**config.mk**
```make
export PLATFORM = sky130hd
export DESIGN_NAME = bmem_wr_arbiter
export DESIGN_NICKNAME = d
export VERILOG_FILES = /design/src/rtl/bmem_arb_pkg.sv /design/src/rtl/rr_arbiter.sv /design/src/rtl/bmem_wr_arbiter.sv
export SDC_FILE = /design/constraint.sdc
export NUM_CORES = 1
export LEC_CHECK = 0
export ABC_AREA = 1
export BUFFER_PORTS_ARGS = -buffer_cell sky130_fd_sc_hd__buf_2
export CAP_MARGIN = 10
export CORE_AREA = 2 2 117 119
export DETAILED_ROUTE_END_ITERATION = 10
export DIE_AREA = 0 0 119 121
export GPL_ROUTABILITY_DRIVEN = 1
export GPL_TIMING_DRIVEN = 1
export PLACE_DENSITY_LB_ADDON = 0.25
export REMOVE_ABC_BUFFERS = 1
export SLEW_MARGIN = 20
export SYNTH_ARGS = -nofsm -noshare
export SYNTH_HDL_FRONTEND = slang
export SYNTH_SLANG_ARGS = --single-unit
export TNS_END_PERCENT = 1
```
**constraint.sdc**
```tcl
create_clock -name clk -period 1.89 [get_ports clk]
set_input_delay 0.378 -clock clk [delete_from_list [all_inputs] [get_ports clk]]
set_output_delay 0.378 -clock clk [all_outputs]
set_load 0.02 [all_outputs]
```
**src/rtl/bmem_arb_pkg.sv**
```systemverilog
// bmem_arb_pkg
//   Shared definitions for the bmem write-port arbiter: bus widths, the
//   arbiter FSM state type and the default response-watchdog limit.
//   BMEM_TIMEOUT_CYCLES matches the HID report timer's 200000-cycle period,
//   so a stuck write is abandoned within one report interval.
package bmem_arb_pkg;

    localparam int unsigned BMEM_DATA_W = 64;
    localparam int unsigned BMEM_ADDR_W = 32;

    localparam logic [17:0] BMEM_TIMEOUT_CYCLES = 18'd200000;

    typedef enum logic {
        IDLE = 1'b0,
        BUSY = 1'b1
    } arb_state_t;

endpackage

```
**src/rtl/rr_arbiter.sv**
```systemverilog
// rr_arbiter
//   Combinational round-robin pick. The search starts one position above
//   ptr and wraps modulo NUM_REQ, so the most recent winner has the lowest
//   priority. The pointer register itself lives in the parent.
// Ports:
//   req      in   NUM_REQ  request levels
//   ptr      in   IDX_W    index of the previous winner
//   grant    out  NUM_REQ  one-hot winner (all zero when no request)
//   idx      out  IDX_W    winner index
//   any_req  out  1        at least one request is set
module rr_arbiter #(
    parameter int unsigned NUM_REQ = 2,
    parameter int unsigned IDX_W   = 1
) (
    input  logic [NUM_REQ-1:0] req,
    input  logic [IDX_W-1:0]   ptr,
    output logic [NUM_REQ-1:0] grant,
    output logic [IDX_W-1:0]   idx,
    output logic               any_req
);

    logic             found;
    logic [IDX_W-1:0] cand;

    always_comb begin
        grant = '0;
        idx   = '0;
        found = 1'b0;
        cand  = '0;
        for (int unsigned k = 1; k <= NUM_REQ; k++) begin
            cand = IDX_W'((32'(ptr) + k) % NUM_REQ);
            if (!found && req[cand]) begin
                found       = 1'b1;
                grant[cand] = 1'b1;
                idx         = cand;
            end
        end
    end

    assign any_req = |req;

endmodule

```
**src/rtl/bmem_wr_arbiter.sv**
```systemverilog
// bmem_wr_arbiter
//   Shares the single bmem write port between NUM_REQ report producers.
//   In IDLE a round-robin winner is chosen, its data/address captured and
//   gnt pulsed; in BUSY bmem_wr_en is held until bmem_resp, after which
//   done is pulsed for the winner.
//   Optional macro BMEM_ARB_TIMEOUT_EN adds a response watchdog that aborts
//   the write after TIMEOUT_CYCLES BUSY cycles, pulsing err and setting the
//   sticky timeout_seen flag.
// Ports:
//   clk, rst        clock, synchronous active-high reset
//   req             per-requester request level
//   req_data        64 bits per requester, requester i at [64*i +: 64]
//   req_addr        32 bits per requester, requester i at [32*i +: 32]
//   gnt/done/err    one-cycle one-hot pulses per requester
//   timeout_seen    sticky watchdog flag
//   bmem_wr_en      write request level to bmem
//   bmem_wr_data    captured write data
//   bmem_wr_addr    captured write address
//   bmem_resp       write-complete strobe from bmem
module bmem_wr_arbiter
    import bmem_arb_pkg::*;
#(
    parameter int unsigned NUM_REQ        = 2,
    parameter logic [17:0] TIMEOUT_CYCLES = BMEM_TIMEOUT_CYCLES
) (
    input  logic                           clk,
    input  logic                           rst,
    input  logic [NUM_REQ-1:0]             req,
    input  logic [NUM_REQ*BMEM_DATA_W-1:0] req_data,
    input  logic [NUM_REQ*BMEM_ADDR_W-1:0] req_addr,
    output logic [NUM_REQ-1:0]             gnt,
    output logic [NUM_REQ-1:0]             done,
    output logic [NUM_REQ-1:0]             err,
    output logic                           timeout_seen,
    output logic                           bmem_wr_en,
    output logic [BMEM_DATA_W-1:0]         bmem_wr_data,
    output logic [BMEM_ADDR_W-1:0]         bmem_wr_addr,
    input  logic                           bmem_resp
);

    localparam int unsigned IDX_W = (NUM_REQ > 1) ? $clog2(NUM_REQ) : 1;

    arb_state_t             state;
    logic [IDX_W-1:0]       ptr;
    logic [NUM_REQ-1:0]     owner;
    logic [NUM_REQ-1:0]     win_oh;
    logic [IDX_W-1:0]       win_idx;
    logic                   any_req;
    logic [BMEM_DATA_W-1:0] win_data;
    logic [BMEM_ADDR_W-1:0] win_addr;

    rr_arbiter #(
        .NUM_REQ (NUM_REQ),
        .IDX_W   (IDX_W)
    ) u_rr (
        .req     (req),
        .ptr     (ptr),
        .grant   (win_oh),
        .idx     (win_idx),
        .any_req (any_req)
    );

    // One-hot mux of the winner's payload.
    always_comb begin
        win_data = '0;
        win_addr = '0;
        for (int unsigned i = 0; i < NUM_REQ; i++) begin
            if (win_oh[i]) begin
                win_data = req_data[i*BMEM_DATA_W +: BMEM_DATA_W];
                win_addr = req_addr[i*BMEM_ADDR_W +: BMEM_ADDR_W];
            end
        end
    end

`ifdef BMEM_ARB_TIMEOUT_EN
    logic [17:0] wd_cnt;
`else
    // The watchdog limit is kept on the interface even when compiled out.
    logic unused_timeout_cfg;
    assign unused_timeout_cfg = ^TIMEOUT_CYCLES;
    assign err          = '0;
    assign timeout_seen = 1'b0;
`endif

    always_ff @(posedge clk) begin
        if (rst) begin
            state        <= IDLE;
            ptr          <= IDX_W'(NUM_REQ - 1);
            owner        <= '0;
            gnt          <= '0;
            done         <= '0;
            bmem_wr_en   <= 1'b0;
            bmem_wr_data <= '0;
            bmem_wr_addr <= '0;
`ifdef BMEM_ARB_TIMEOUT_EN
            err          <= '0;
            timeout_seen <= 1'b0;
            wd_cnt       <= '0;
`endif
        end else begin
            gnt  <= '0;
            done <= '0;
`ifdef BMEM_ARB_TIMEOUT_EN
            err  <= '0;
`endif
            case (state)
                IDLE: begin
                    if (any_req) begin
                        ptr          <= win_idx;
                        owner        <= win_oh;
                        gnt          <= win_oh;
                        bmem_wr_data <= win_data;
                        bmem_wr_addr <= win_addr;
                        bmem_wr_en   <= 1'b1;
                        state        <= BUSY;
`ifdef BMEM_ARB_TIMEOUT_EN
                        wd_cnt       <= '0;
`endif
                    end
                end
                BUSY: begin
                    // A response in the expiry cycle takes precedence.
                    if (bmem_resp) begin
                        done       <= owner;
                        bmem_wr_en <= 1'b0;
                        state      <= IDLE;
                    end
`ifdef BMEM_ARB_TIMEOUT_EN
                    else if (wd_cnt == TIMEOUT_CYCLES - 18'd1) begin
                        err          <= owner;
                        timeout_seen <= 1'b1;
                        bmem_wr_en   <= 1'b0;
                        state        <= IDLE;
                    end else begin
                        wd_cnt <= wd_cnt + 18'd1;
                    end
`endif
                end
                default: state <= IDLE;
            endcase
        end
    end

endmodule

```
Yosys cells after proc, flatten, opt, wreduce, memory -nomap -nowiden
Cells that the tools add are included.
{"block": "word_totals", "reg_bits": 105, "inputBits": 197, "out_inout_bits": 104, "word_cells": 52}
{"block": "op_classes", "addsub": 2, "n_lt_le_gt_ge": 4, "eq_ne": 2, "muxes": 23, "bitwise_logic": 4, "n_reduce_logical": 9}
{"operator": "two-way mux 64 bit", "count": 2}
{"operator": "two-way mux 32 bit", "count": 2}
{"operator": "two-way mux 1 bit", "count": 13}
{"operator": "OR reduction 3 bit", "count": 2}
{"operator": "less-than comparator 1 x 2 -> 1 bit, second input constant", "count": 2}
{"operator": "two-way mux 2 bit", "count": 2}
{"operator": "!= test 2 bit, second input constant", "count": 2}
{"operator": "one-hot mux 1 bit (2 select lines)", "count": 2}
{"operator": "AND reduction 2 bit", "count": 2}
{"operator": "logical AND 1 bit", "count": 3}
{"operator": "NOT 1 bit", "count": 3}
{"operator": "adder 1 bit, second input constant", "count": 2}
{"operator": "demux 1 bit (select 1 bit)", "count": 2}
{"operator": ">= comparator 1 bit, second input constant", "count": 2}
{"operator": "bitwise OR 2 bit", "count": 1}
{"operator": "OR reduction 2 bit", "count": 1}
{"operator": "zero test 1 bit", "count": 1}

Depth between registers and ports, before layout
Gate-level depths: netlist (run 1).
{"block": "depth", "word_depth": 10, "mapped_depth": 8, "ltp_nobuf": 6}

By module
A second synthesis (run 1) with hierarchy kept.
{"block": "unflattened", "cells_unflattened": 812, "area_unflattened_um2": 5333.9}
{"mod": "bmem_wr_arbiter", "n_inst": 1, "cells_per_inst": 805, "area_each_um2": 5302.6}
{"mod": "rr_arbiter", "n_inst": 1, "cells_per_inst": 7, "area_each_um2": 31.3}

Worst setup path before layout (run 1)
Ideal clock, no wire load.
{"block": "synth_timing", "kind": "input to register", "start": "input req[0]", "end": "register bmem_wr_addr[31]", "setup_ns": 0.056, "arrival_ns": 1.148, "required_ns": 1.834, "slack_ns": 0.687, "stages": 8, "path_buffers": 3, "path_cell_list": "buf_4 > a21oi_2 > buf_4 > buf_6 > nand2_1 > nand3_1 > nand2_1 > inv_1"}
{"block": "synth_between", "elab_chain_len": 8}
{"element": "from (decl)", "line": "bmem_wr_arbiter.sv:28", "rtl": "input logic [NUM_REQ-1:0] req,"}
{"element": "two-way mux 1 bit (implied by the code) (2 in series)", "line": "rr_arbiter.sv:32", "rtl": "if (!found && req[cand]) begin"}
{"element": "two-way mux 1 bit", "line": "rr_arbiter.sv:32"}
{"element": "zero test 1 bit", "line": "rr_arbiter.sv:32"}
{"element": "logical AND 1 bit", "line": "rr_arbiter.sv:32"}
{"element": "two-way mux 2 bit", "line": "rr_arbiter.sv:32"}
{"element": "two-way mux 32 bit (2 in series)", "line": "bmem_wr_arbiter.sv:68", "rtl": "if (win_oh[i]) begin"}
{"element": "to (signal assigned)", "line": "bmem_wr_arbiter.sv:113", "rtl": "bmem_wr_addr <= win_addr;"}
{"element": "to (decl)", "line": "bmem_wr_arbiter.sv:37", "rtl": "output logic [BMEM_ADDR_W-1:0] bmem_wr_addr,"}
Parallel ways exist; a longest one is shown, timed or not. The select of a mux whose other input is x is not followed.
A chain may end at the register's enable or synchronous reset.

Worst setup path in the final report (run 1)
{"block": "layout_timing", "start": "register state", "end": "register bmem_wr_data[58]"}
{"block": "layout_between", "elab_chain_len": 2}
{"element": "from (decl)", "line": "bmem_wr_arbiter.sv:43", "rtl": "arb_state_t state;"}
{"element": "from (signal assigned)", "line": "bmem_wr_arbiter.sv:87", "rtl": "state <= IDLE;"}
{"element": "from (signal assigned)", "line": "bmem_wr_arbiter.sv:115", "rtl": "state <= BUSY;"}
{"element": "from (signal assigned)", "line": "bmem_wr_arbiter.sv:126", "rtl": "state <= IDLE;"}
{"element": "NOT 1 bit (no source line)"}
{"element": "AND reduction 2 bit (no source line)"}
{"element": "to (signal assigned)", "line": "bmem_wr_arbiter.sv:112", "rtl": "bmem_wr_data <= win_data;"}
{"element": "to (decl)", "line": "bmem_wr_arbiter.sv:36", "rtl": "output logic [BMEM_DATA_W-1:0] bmem_wr_data,"}
No other way between the ends.

==> results of run 1 <==
-- cell usage after synthesis --
cell type  number
nand2_1       209
o21ai_0         1
conb_1          1
inv_2           6
o21ai_1         2
a31oi_1         1
nor2_4          1
nand3_1       229
buf_2          23
clkbuf_1       19
buf_6           5
dfxtp_1       105
nor2_1          4
inv_1          89
buf_4          12
nand2_2         1
a21oi_2         1
a21oi_1        45
buf_1           2
o21ai_2         1
-- worst paths after layout --
| path | startpoint | to | slack [ns] | cells after the start |
|---|---|---|---|---|
| worst max-delay path | state$_SDFF_PP0_ | bmem_wr_data[58]$_SDFFE_PP0P_ | 0.48 | 7 |
| worst min-delay path | req_addr[55] | bmem_wr_addr[23]$_SDFFE_PP0P_ | 0.22 | 3 |
| worst max register to register | state$_SDFF_PP0_ | bmem_wr_data[58]$_SDFFE_PP0P_ | 0.48 | 7 |
| worst min register to register | owner[1]$_SDFFE_PP0P_ | done[1]$_SDFF_PP0_ | 0.45 | 2 |
-- where the power goes --
part | total (mW) | internal (mW) | switching [mW] | leakage (nW)
registers | 2.51 | 2.42 | 0.0979 | 0.868
clock network | 1.93 | 1.10 | 0.831 | 0.155
logic | 1.41 | 0.531 | 0.883 | 2.94
-- cells by family (layout without fill, tap and decap cells) --
family                 count (synthesis)  count (layout)  synth area share [%]
other                                  1               4               0.07456
DFF                                  105             105                 41.79
buffers and inverters                156             423                 13.86
and+or+nand+nor                      444             444                 39.03
AOI/OAI and AO/OA                     51              51                 5.249
-- through the flow --
stage          cells  setup WS, ns  total power [mW]  utilization (%)
4_1_cts         1202        0.4911             5.926            52.87
3_5_place_dp    1186        0.3312             3.985            50.53
5_1_grt         1203        0.3855             6.196            52.89
3_3_place_gp    1186        0.3559             3.983            50.53
2_1_floorplan    698        -1.535             3.327                -
6_report        1203        0.4813             5.854            52.89
-- flip-flops by register name (all words and copies together) (netlist names) --
signal        count
owner             2
gnt               2
state             1
done              2
ptr               1
bmem_wr_data     64
bmem_wr_addr     32
bmem_wr_en        1
-- layout make-up --
class                      count  area [um^2]
antenna                        1        2.502
inverter                      95        356.6
tap                          176        220.2
timing repair buffer         312         1674
clock inverter                 5        53.80
sequential                   105         2102
multi-input combinational    498         2258
fill                        1355         6165
clock buffer                  11        252.7
-- worst max-delay path: stages, from the launching register on --
cell and delay [ns]:
dfxtp_1 0.38, inv_2 0.12, o21ai_4 0.09, inv_2 0.25, buf_12 0.23, nand3_1 0.12
nand2_1 0.07, inv_1 0.03
-- per-layer routing --
metal  part of all wire [%]  GRT usage, %  routed length (um)
met5                      0             0                   0
met4                    1.7         8.408                 265
met3                    7.6         4.699                1209
met2                     47         37.68                7504
met1                     44         27.35                6943
==> run summary, run 1 <==
post-layout min period = 1.409 ns
cts hold-fix bufs = 0
drt wl/cell = 13.24 um
Die X = 119 um
Post-DP HPWL = 11,270 um
first drt pass iteration count = 5
CTS Buf Count = 9
Tcrit/Tclk final = 74.53%
Die ar. = 14,400 um^2
first-pass GRT wire length = 25,590 um
DRC = 0
clock slew seen by the registers of the worst setup and hold paths = 0.07 ns
PwrDens = 846.0 nW/um^2
Worst Hold Class = in -> reg
vias in the first global route = 5,262
Final nets = 1,218
commonest non-fill, non-tap cell in the layout = buf_2
Achievable Freq = 0.7099 GHz
CP startpoint kind = flop
yosys warns = 0
MaxCap Viol Count = 0
Die Ht = 121 um
skew final = 0.005596 ns
Sink Count = 105
total grt overflow = 0
Pleak = 3.961 nW
CTS max path bufs = 2
share of the synthesized area in the top cell type = 41.79%
Worst EP required = 2.14 ns
commonest cells after routing, fill and taps aside = 297 x buf_2, 229 x nand3_1, 209 x nand2_1, 105 x dfxtp_1, 89 x inv_1
Yosys cell types = 20
# IOs = 301
GPL Wtd Cong = 0.8116
synthesized area per cell = 6.644 um^2
setup bufs post-CTS = 0
share of cells above drive strength 1 = 33.14%
Final setup viols = 0
CORE AREA = 13,090 um^2
leading area contributor after synthesis = dfxtp_1
Pins Over Slew Limit = 0
Placement Cell Area = 6611 um^2
final setup TNS = 0 ns
Worst VDD drop = 0.4230 mV
Vias/cell = 4.752
synthesized area = 5030 um^2
worst-path maximum fanout = 32
synth top area cells = dfxtp_1 42%, nand3_1 23%, nand2_1 16%, inv_1 6.6%, a21oi_1 4.5%
status = finished clean
Area Overhead vs Synth = 37.59%
largest net degree at the start of global routing = 55
hold slack final = 0.2223 ns
Initial Util = 38.44%
WP data arrival = 1.66 ns
final WL = 15,920 um
Cells after Synth = 757
CTS tree = built
H-tree levels = 3
row count = 42
vias = 5,717
initial DRC count = 406
RSZ-0062 raised after global routing = false
WS Path Type = reg -> reg
post_cts resized = 0
initial antenna violation count = 1
Yosys reg bits = 105
Crit. End Element = flop
Clock Latency Late Sink = 0.34 ns
Port Buffers = 297
Final Hold Fails = 0
Root Driver = clkbuf_16
Antenna Nets Post-Route = 0
Seq/Total Area, Yosys = 41.79%
All-Layer GR Usage = 22.09%
fin area = 6920 um^2
(Power assumes the default switching activity.)
==> inputs of run 2 (changes only) <==
--- a/config.mk
+++ b/config.mk
@@ -8,9 +8,9 @@
 export ABC_AREA = 1
 export BUFFER_PORTS_ARGS = -buffer_cell sky130_fd_sc_hd__buf_2
 export CAP_MARGIN = 10
-export CORE_AREA = 2 2 117 119
+export CORE_MARGIN = 2
+export CORE_UTILIZATION = 40
 export DETAILED_ROUTE_END_ITERATION = 10
-export DIE_AREA = 0 0 119 121
 export GPL_ROUTABILITY_DRIVEN = 1
 export GPL_TIMING_DRIVEN = 1
 export PLACE_DENSITY_LB_ADDON = 0.25
==> constraint.sdc (replaced) <==
create_clock -name clk -period 1.2 [get_ports clk]
set_input_delay 0.24 -clock clk [delete_from_list [all_inputs] [get_ports clk]]
set_output_delay 0.24 -clock clk [all_outputs]
set_load 0.02 [all_outputs]
==> run 2 against run 1 <==
  * Via count rose by 0.51%
  * Critical endpoint is now bmem_wr_data[60]$_SDFFE_PP0P_
  * Global-route usage rose by 0.34 points
  * Clock-buffer cell count fell by 2
  * Die area fell by 6.3%
  * Sequential power rose by 58%
  * Non-clock buffer count rose by 11
  * Flip-flop and latch count did not move
  * Routed wire length fell by 1.0%
  * Worst hold slack got worse by 0.14 ns
  * Largest power group unchanged
  * First-iteration DRC count fell by 27%
  * Cell count rose by 0.25%
  * Power rose by 57%
==> run summary, run 2 (synthesis gave the netlist of run 1 again) <==
reg2reg path depth = 6 (-1)
skew final = 0.008196 ns (+0.002600 ns)
fillcell total = 1,248 (-7.9%)
Placed Cells = 1,189 (+0.25%)
worst-path maximum fanout = 28 (-13%)
crit-path most repeated cell = nand2_1
RSZ-0062 raised after global routing = true
vias = 5,746 (+0.51%)
largest net degree at the start of global routing = 52 (-5.5%)
sequential share of power = 42.9% (about the same)
vias in the first global route = 4,980 (-5.4%)
CORE AREA = 12,160 um^2 (-7.1%)
CTS tree = built
Biggest register = bmem_wr_data
first drt pass iteration count = 4 (-1)
Post-DP HPWL = 11,460 um (+1.7%)
Root Driver = clkbuf_16
Worst EP required = 1.49 ns (-0.65 ns)
Pins Over Slew Limit = 0 (unchanged)
Sink Count = 105 (unchanged)
CTS max path bufs = 2 (unchanged)
# IOs = 301 (unchanged)
overall power = 9.221 mW (+57%)
Finished Core Util = 58.57% (+5.7 points)
final setup TNS = 0 ns (unchanged)
Finished Layout Cells = 1,206 (+0.25%)
setup bufs post-CTS = 0 (unchanged)
commonest cells after routing, fill and taps aside = 297 x buf_2, 227 x nand3_1, 208 x nand2_1, 103 x dfxtp_1, 89 x inv_1
GPL Wtd Cong = 0.8552 (+5.4%)
worst-path cell chain = a21oi_4, buf_12, nand2_1, nand3_2, nand2_1, inv_1
post-layout min period = 1.142 ns (-0.2665 ns)
first-pass GRT wire length = 23,810 um (-7.0%)
CP startpoint kind = flop
worst setup path start = ptr$_SDFFE_PP1P_
clock slew seen by the registers of the worst setup and hold paths = 0.07 ns (about the same)
Crit-path slowest cell = dfxtp_4
status = finished clean
CTS Buf Count = 9 (unchanged)
Clock Latency Late Sink = 0.34 ns (about the same)
DRC = 0 (unchanged)
max incr delay on CP = 0.36 ns (-0.02 ns)
share of cells above drive strength 1 = 34.33% (+1.2 points)
Achievable Freq = 0.8755 GHz (+23%)
top flop regs = bmem_wr_data x64, bmem_wr_addr x32
hold path startpoint = req_addr[34]
max reg flops = 64 (unchanged)
drt wl/cell = 13.07 um (-1.3%)
hold slack final = 0.08259 ns (-0.1397 ns)
sw frac = 31.14% (+0.19 points)
final WL = 15,760 um (-1.0%)
commonest non-fill, non-tap cell in the layout = buf_2
total grt overflow = 0 (unchanged)
CP delay by family, top = flip-flops
Final setup viols = 0 (unchanged)
All-Layer GR Usage = 22.43% (+0.34 points)
Int Pwr = 6.349 mW (+57%)
Area Overhead vs Synth = 41.62%
H-tree levels = 3 (unchanged)
Pleak = 4.056 nW (+2.4%)
hold depth = 3 (unchanged)
WS Path Type = reg -> reg
Initial Util = 41.36% (+2.9 points)
Tcrit/Tclk final = 95.18% (+21 points)
Die ar. = 13,490 um^2 (-6.3%)
initial antenna violation count = 2 (+1)
initial DRC count = 295 (-27%)
Vias/cell = 4.765 (+0.26%)
Setup WS pre-CTS = -0.1042 ns (-0.4354 ns)
Worst Path Buf+Inv = 2 (-2)
Port Buffers = 297 (unchanged)
clock network power share = 31.8% (-1.1 points)
Antenna Nets Post-Route = 0 (unchanged)
Crit. End Element = flop
Die Ht = 116.1 um (-4.0%)
CP Depth = 6 (-1)
row count = 40 (-4.8%)
NetSw = 2.871 mW (+58%)
RR Startpoint = ptr$_SDFFE_PP1P_
final setup margin = 0.05785 ns (-0.4235 ns)
PwrDens = 1294 nW/um^2 (+53%)
Worst VDD drop = 0.6385 mV (+51%)
fin area = 7123 um^2 (+2.9%)
MaxCap Viol Count = 0 (unchanged)
WP data arrival = 1.43 ns (-0.23 ns)
Placement Cell Area = 6797 um^2 (+2.8%)
Worst Hold Class = in -> reg
Final Hold Fails = 0 (unchanged)
part of the power in combinational logic = 25.2% (+1.1 points)
Final nets = 1,229 (+0.90%)
Die X = 116.1 um (-2.4%)
run 2: cell count changes in the layout (fill, tap and decap cells not counted), moves of 2 or more:
cell      delta
nand3_2      +2
nor2_2       -2
nor2_4       +2
clkbuf_8     -2
nand3_1      -2
dfxtp_1      -2
buf_12       +9
inv_6        +2
run 2: what timing repair did:
| item | 4_1_cts | 5_1_grt |
|---|---|---|
| gates cloned | 0 | 0 |
| resized for setup | 2 | 7 |
| hold buffers | 0 | 0 |
| setup endpoints to repair | 17 | 72 |
run 2: cell type report:
class | instances | area, um^2 | share of cell area (%)
timing repair buffer | 323 | 1873 | 26.30
sequential | 105 | 2107 | 29.58
multi-input combinational | 498 | 2281 | 32.02
antenna | 1 | 2.502 | 0.03513
clock buffer | 9 | 225.2 | 3.162
clock inverter | 7 | 67.56 | 0.9485
tap | 168 | 210.2 | 2.951
inverter | 95 | 356.6 | 5.006
run 2: power by group through the flow:
stage | Clock (mW) | Sequential [mW] | Combinational, mW
2_1_floorplan | 0 | 4.41 | 0.826
3_3_place_gp | 0 | 4.03 | 2.32
3_5_place_dp | 0 | 4.04 | 2.33
4_1_cts | 3.04 | 3.96 | 2.34
5_1_grt | 3.20 | 3.99 | 2.56
6_report | 2.93 | 3.96 | 2.33
run 2: per-layer routing:
layer | track usage (%) | share of wire (%)
met5 | 0 | 0
met1 | 27.13 | 41
met3 | 6.175 | 9.3
met4 | 9.921 | 2.7
met2 | 37.47 | 47
run 2: path summary, 6_finish.rpt:
kind / slack, ns / end
hold reg to reg: 0.45 / done[0]$_SDFF_PP0_
hold / removal: 0.08 / bmem_wr_addr[2]$_SDFFE_PP0P_
setup / recovery: 0.06 / bmem_wr_data[60]$_SDFFE_PP0P_
setup reg to reg: 0.06 / bmem_wr_data[60]$_SDFFE_PP0P_
run 2: worst min-delay path, stage by stage:
cell and delay (ns):
buf_2 0.07, nand2_1 0.04, nand2_1 0.05
==> inputs of run 3 (changes only) <==
--- a/config.mk
+++ b/config.mk
@@ -13,7 +13,7 @@
 export DETAILED_ROUTE_END_ITERATION = 10
 export GPL_ROUTABILITY_DRIVEN = 1
 export GPL_TIMING_DRIVEN = 1
-export PLACE_DENSITY_LB_ADDON = 0.25
+export PLACE_DENSITY = 0.87
 export REMOVE_ABC_BUFFERS = 1
 export SLEW_MARGIN = 20
 export SYNTH_ARGS = -nofsm -noshare
==> run 3 against run 2 <==
  * The run now ends with setup timing left
  * Register-to-register slack got worse by 0.07 ns
  * Worst hold slack worse by 0.0061 ns
  * Clock-buffer cell count increased by 1
  * Sequential power about the same
  * Utilization up 2.3 points
  * Cell count is 0.83% higher
  * Non-clock buffer count up 11
  * Global-route usage rose by 1.2 points
  * Combinational power is 8.6% higher
  * Largest cell class unchanged
==> run summary, run 3 (synthesis gave the netlist of run 1 again) <==
Setup WS pre-CTS = -0.09660 ns (+0.007596 ns)
largest net degree at the start of global routing = 51 (-1.9%)
Area Overhead vs Synth = 47.21%
RSZ-0062 raised after global routing = true
first drt pass iteration count = 4 (unchanged)
final setup margin = -0.01599 ns (-0.07383 ns)
Final setup viols = 4 (+4)
failing checks = setup timing
Die Ht = 116.1 um (unchanged)
Die X = 116.1 um (unchanged)
cts hold-fix bufs = 0 (unchanged)
Pleak = 4.184 nW (+3.2%)
top flop regs = bmem_wr_data x64, bmem_wr_addr x32
drt wl/cell = 14.26 um (+9.1%)
worst-path maximum fanout = 25 (-11%)
NetSw = 3.004 mW (+4.6%)
Antenna Nets Post-Route = 0 (unchanged)
ant diodes = 0 (-1)
Worst Hold Class = in -> reg
All-Layer GR Usage = 23.59% (+1.2 points)
multi-input logic area = 2395 um^2 (+5.0%)
hold depth = 3 (unchanged)
met3 Track Usage GR = 6.331% (+0.16 points)
# IOs = 301 (unchanged)
MaxCap Viol Count = 0 (unchanged)
Achievable Freq = 0.8224 GHz (-6.1%)
hold slack final = 0.07653 ns (-0.006059 ns)
sw frac = 31.57% (+0.43 points)
max reg flops = 64 (unchanged)
vias = 6,060 (+5.5%)
reg2reg path depth = 7 (+1)
commonest non-fill, non-tap cell in the layout = buf_2
H-tree levels = 3 (unchanged)
clock network power share = 31.7% (about the same)
final WL = 17,340 um (+10%)
CORE AREA = 12,160 um^2 (unchanged)
commonest cells after routing, fill and taps aside = 297 x buf_2, 207 x nand3_1, 206 x nand2_1, 103 x dfxtp_1, 87 x inv_1
Crit. End Element = flop
DRC = 0 (unchanged)
sequential share of power = 41.7% (-1.2 points)
Port Buffers = 297 (unchanged)
CTS tree = built
skew final = 0.007692 ns (-0.0005046 ns)
Vias/cell = 4.984 (+4.6%)
WS Path Type = reg -> reg
GPL Wtd Cong = 0.8652 (+1.2%)
Sink Count = 105 (unchanged)
CP startpoint kind = flop
first-pass GRT wire length = 25,150 um (+5.6%)
part of the power in combinational logic = 26.6% (+1.4 points)
CTS Buf Count = 9 (unchanged)
WP data arrival = 1.47 ns (+0.04 ns)
Int Pwr = 6.509 mW (+2.5%)
post-layout min period = 1.216 ns (+0.07383 ns)
row count = 40 (unchanged)
clock slew seen by the registers of the worst setup and hold paths = 0.07 ns (about the same)
Final Hold Fails = 0 (unchanged)
Post-DP HPWL = 11,940 um (+4.2%)
CTS max path bufs = 2 (unchanged)
Initial Util = 41.36% (unchanged)
vias in the first global route = 5,408 (+8.6%)
Root Driver = clkbuf_16
Biggest register = bmem_wr_data
Die ar. = 13,490 um^2 (unchanged)
M1 GR Usage = 26.82% (-0.31 points)
share of cells above drive strength 1 = 37.31% (+3.0 points)
Worst VDD drop = 1.002 mV (+57%)
GRT met2 Usage = 41.95% (+4.5 points)
Placement Cell Area = 6736 um^2 (-0.88%)
Pins Over Slew Limit = 0 (unchanged)
PwrDens = 1285 nW/um^2 (-0.75%)
Tcrit/Tclk final = 101.3% (+6.2 points)
FF+latch area = 2107 um^2 (unchanged)
status = finished, violations left
Final nets = 1,240 (+0.90%)
initial DRC count = 490 (+66%)
Clock Latency Late Sink = 0.35 ns (about the same)
Worst EP required = 1.45 ns (-0.04 ns)
initial antenna violation count = 0 (-2)
Finished Core Util = 60.88% (+2.3 points)
fin area = 7405 um^2 (+4.0%)
fillcell total = 1,131 (-9.4%)
total grt overflow = 0 (unchanged)
gr busiest metal = met2
run 3: changes by cell type in the layout (fill, tap and decap cells not counted), moves of 3 or more:
cell       previous run  this run
nand3_2               2        22
buf_6                 1         5
clkinv_4              0         3
buf_4                10        14
nand3_1             227       207
clkbuf_16             9        13
run 3: timing repair:
item,CTS,global route
gates cloned,1,5
pin swaps,0,10
hold endpoints to repair,0,0
setup endpoints to repair,50,98
buffers inserted,0,3
resized for setup,7,42
run 3: worst paths after layout:
kind                                       startpoint                            end  slack (ns)
worst max-delay path                 state$_SDFF_PP0_  bmem_wr_data[60]$_SDFFE_PP0P_       -0.02
worst min-delay path                     req_addr[34]   bmem_wr_addr[2]$_SDFFE_PP0P_        0.08
worst max register to register       state$_SDFF_PP0_  bmem_wr_data[60]$_SDFFE_PP0P_       -0.02
worst min register to register  owner[1]$_SDFFE_PP0P_             done[1]$_SDFF_PP0_        0.45
run 3: cell type report:
| class | instances | share of cell area, % |
|---|---|---|
| Multi-Input combinational cell | 498 | 32.34 |
| Sequential cell | 105 | 28.46 |
| Timing Repair Buffer | 334 | 27.32 |
| Inverter | 95 | 4.917 |
| Clock buffer | 10 | 3.227 |
| Tap cell | 168 | 2.839 |
| Clock inverter | 6 | 0.8956 |
run 3: per-stage QoR:
stage	total power, mW	std cells	TNS [ns]
2_1_floorplan	5.240	698	-166.50
3_3_place_gp	6.296	1191	-1.296
3_5_place_dp	6.331	1191	-2.925
4_1_cts	9.401	1208	-0.01265
5_1_grt	9.999	1216	-3.083
6_report	9.513	1216	-0.04169
run 3: per-layer routing:
layer	share of wire, %	wire (um)
met2	50	8722
met1	40	6895
met4	2.3	402
met5	0	0
met3	7.6	1319
run 3: power groups by stage:
| stage | combinational, mW | clock (mW) | sequential [mW] |
|---|---|---|---|
| 3_5_place_dp | 2.29 | 0 | 4.04 |
| 3_3_place_gp | 2.27 | 0 | 4.03 |
| 5_1_grt | 2.77 | 3.23 | 4.00 |
| 2_1_floorplan | 0.826 | 0 | 4.41 |
| 4_1_cts | 2.33 | 3.10 | 3.96 |
| 6_report | 2.53 | 3.02 | 3.97 |
run 3: worst max-delay path: stages, from the launching register on:
cell and delay (ns):
dfxtp_2 0.37, inv_2 0.07, o21ai_4 0.13, buf_4 0.19, buf_12 0.15, a21oi_1 0.08, nand2_1 0.08, inv_1 0.04
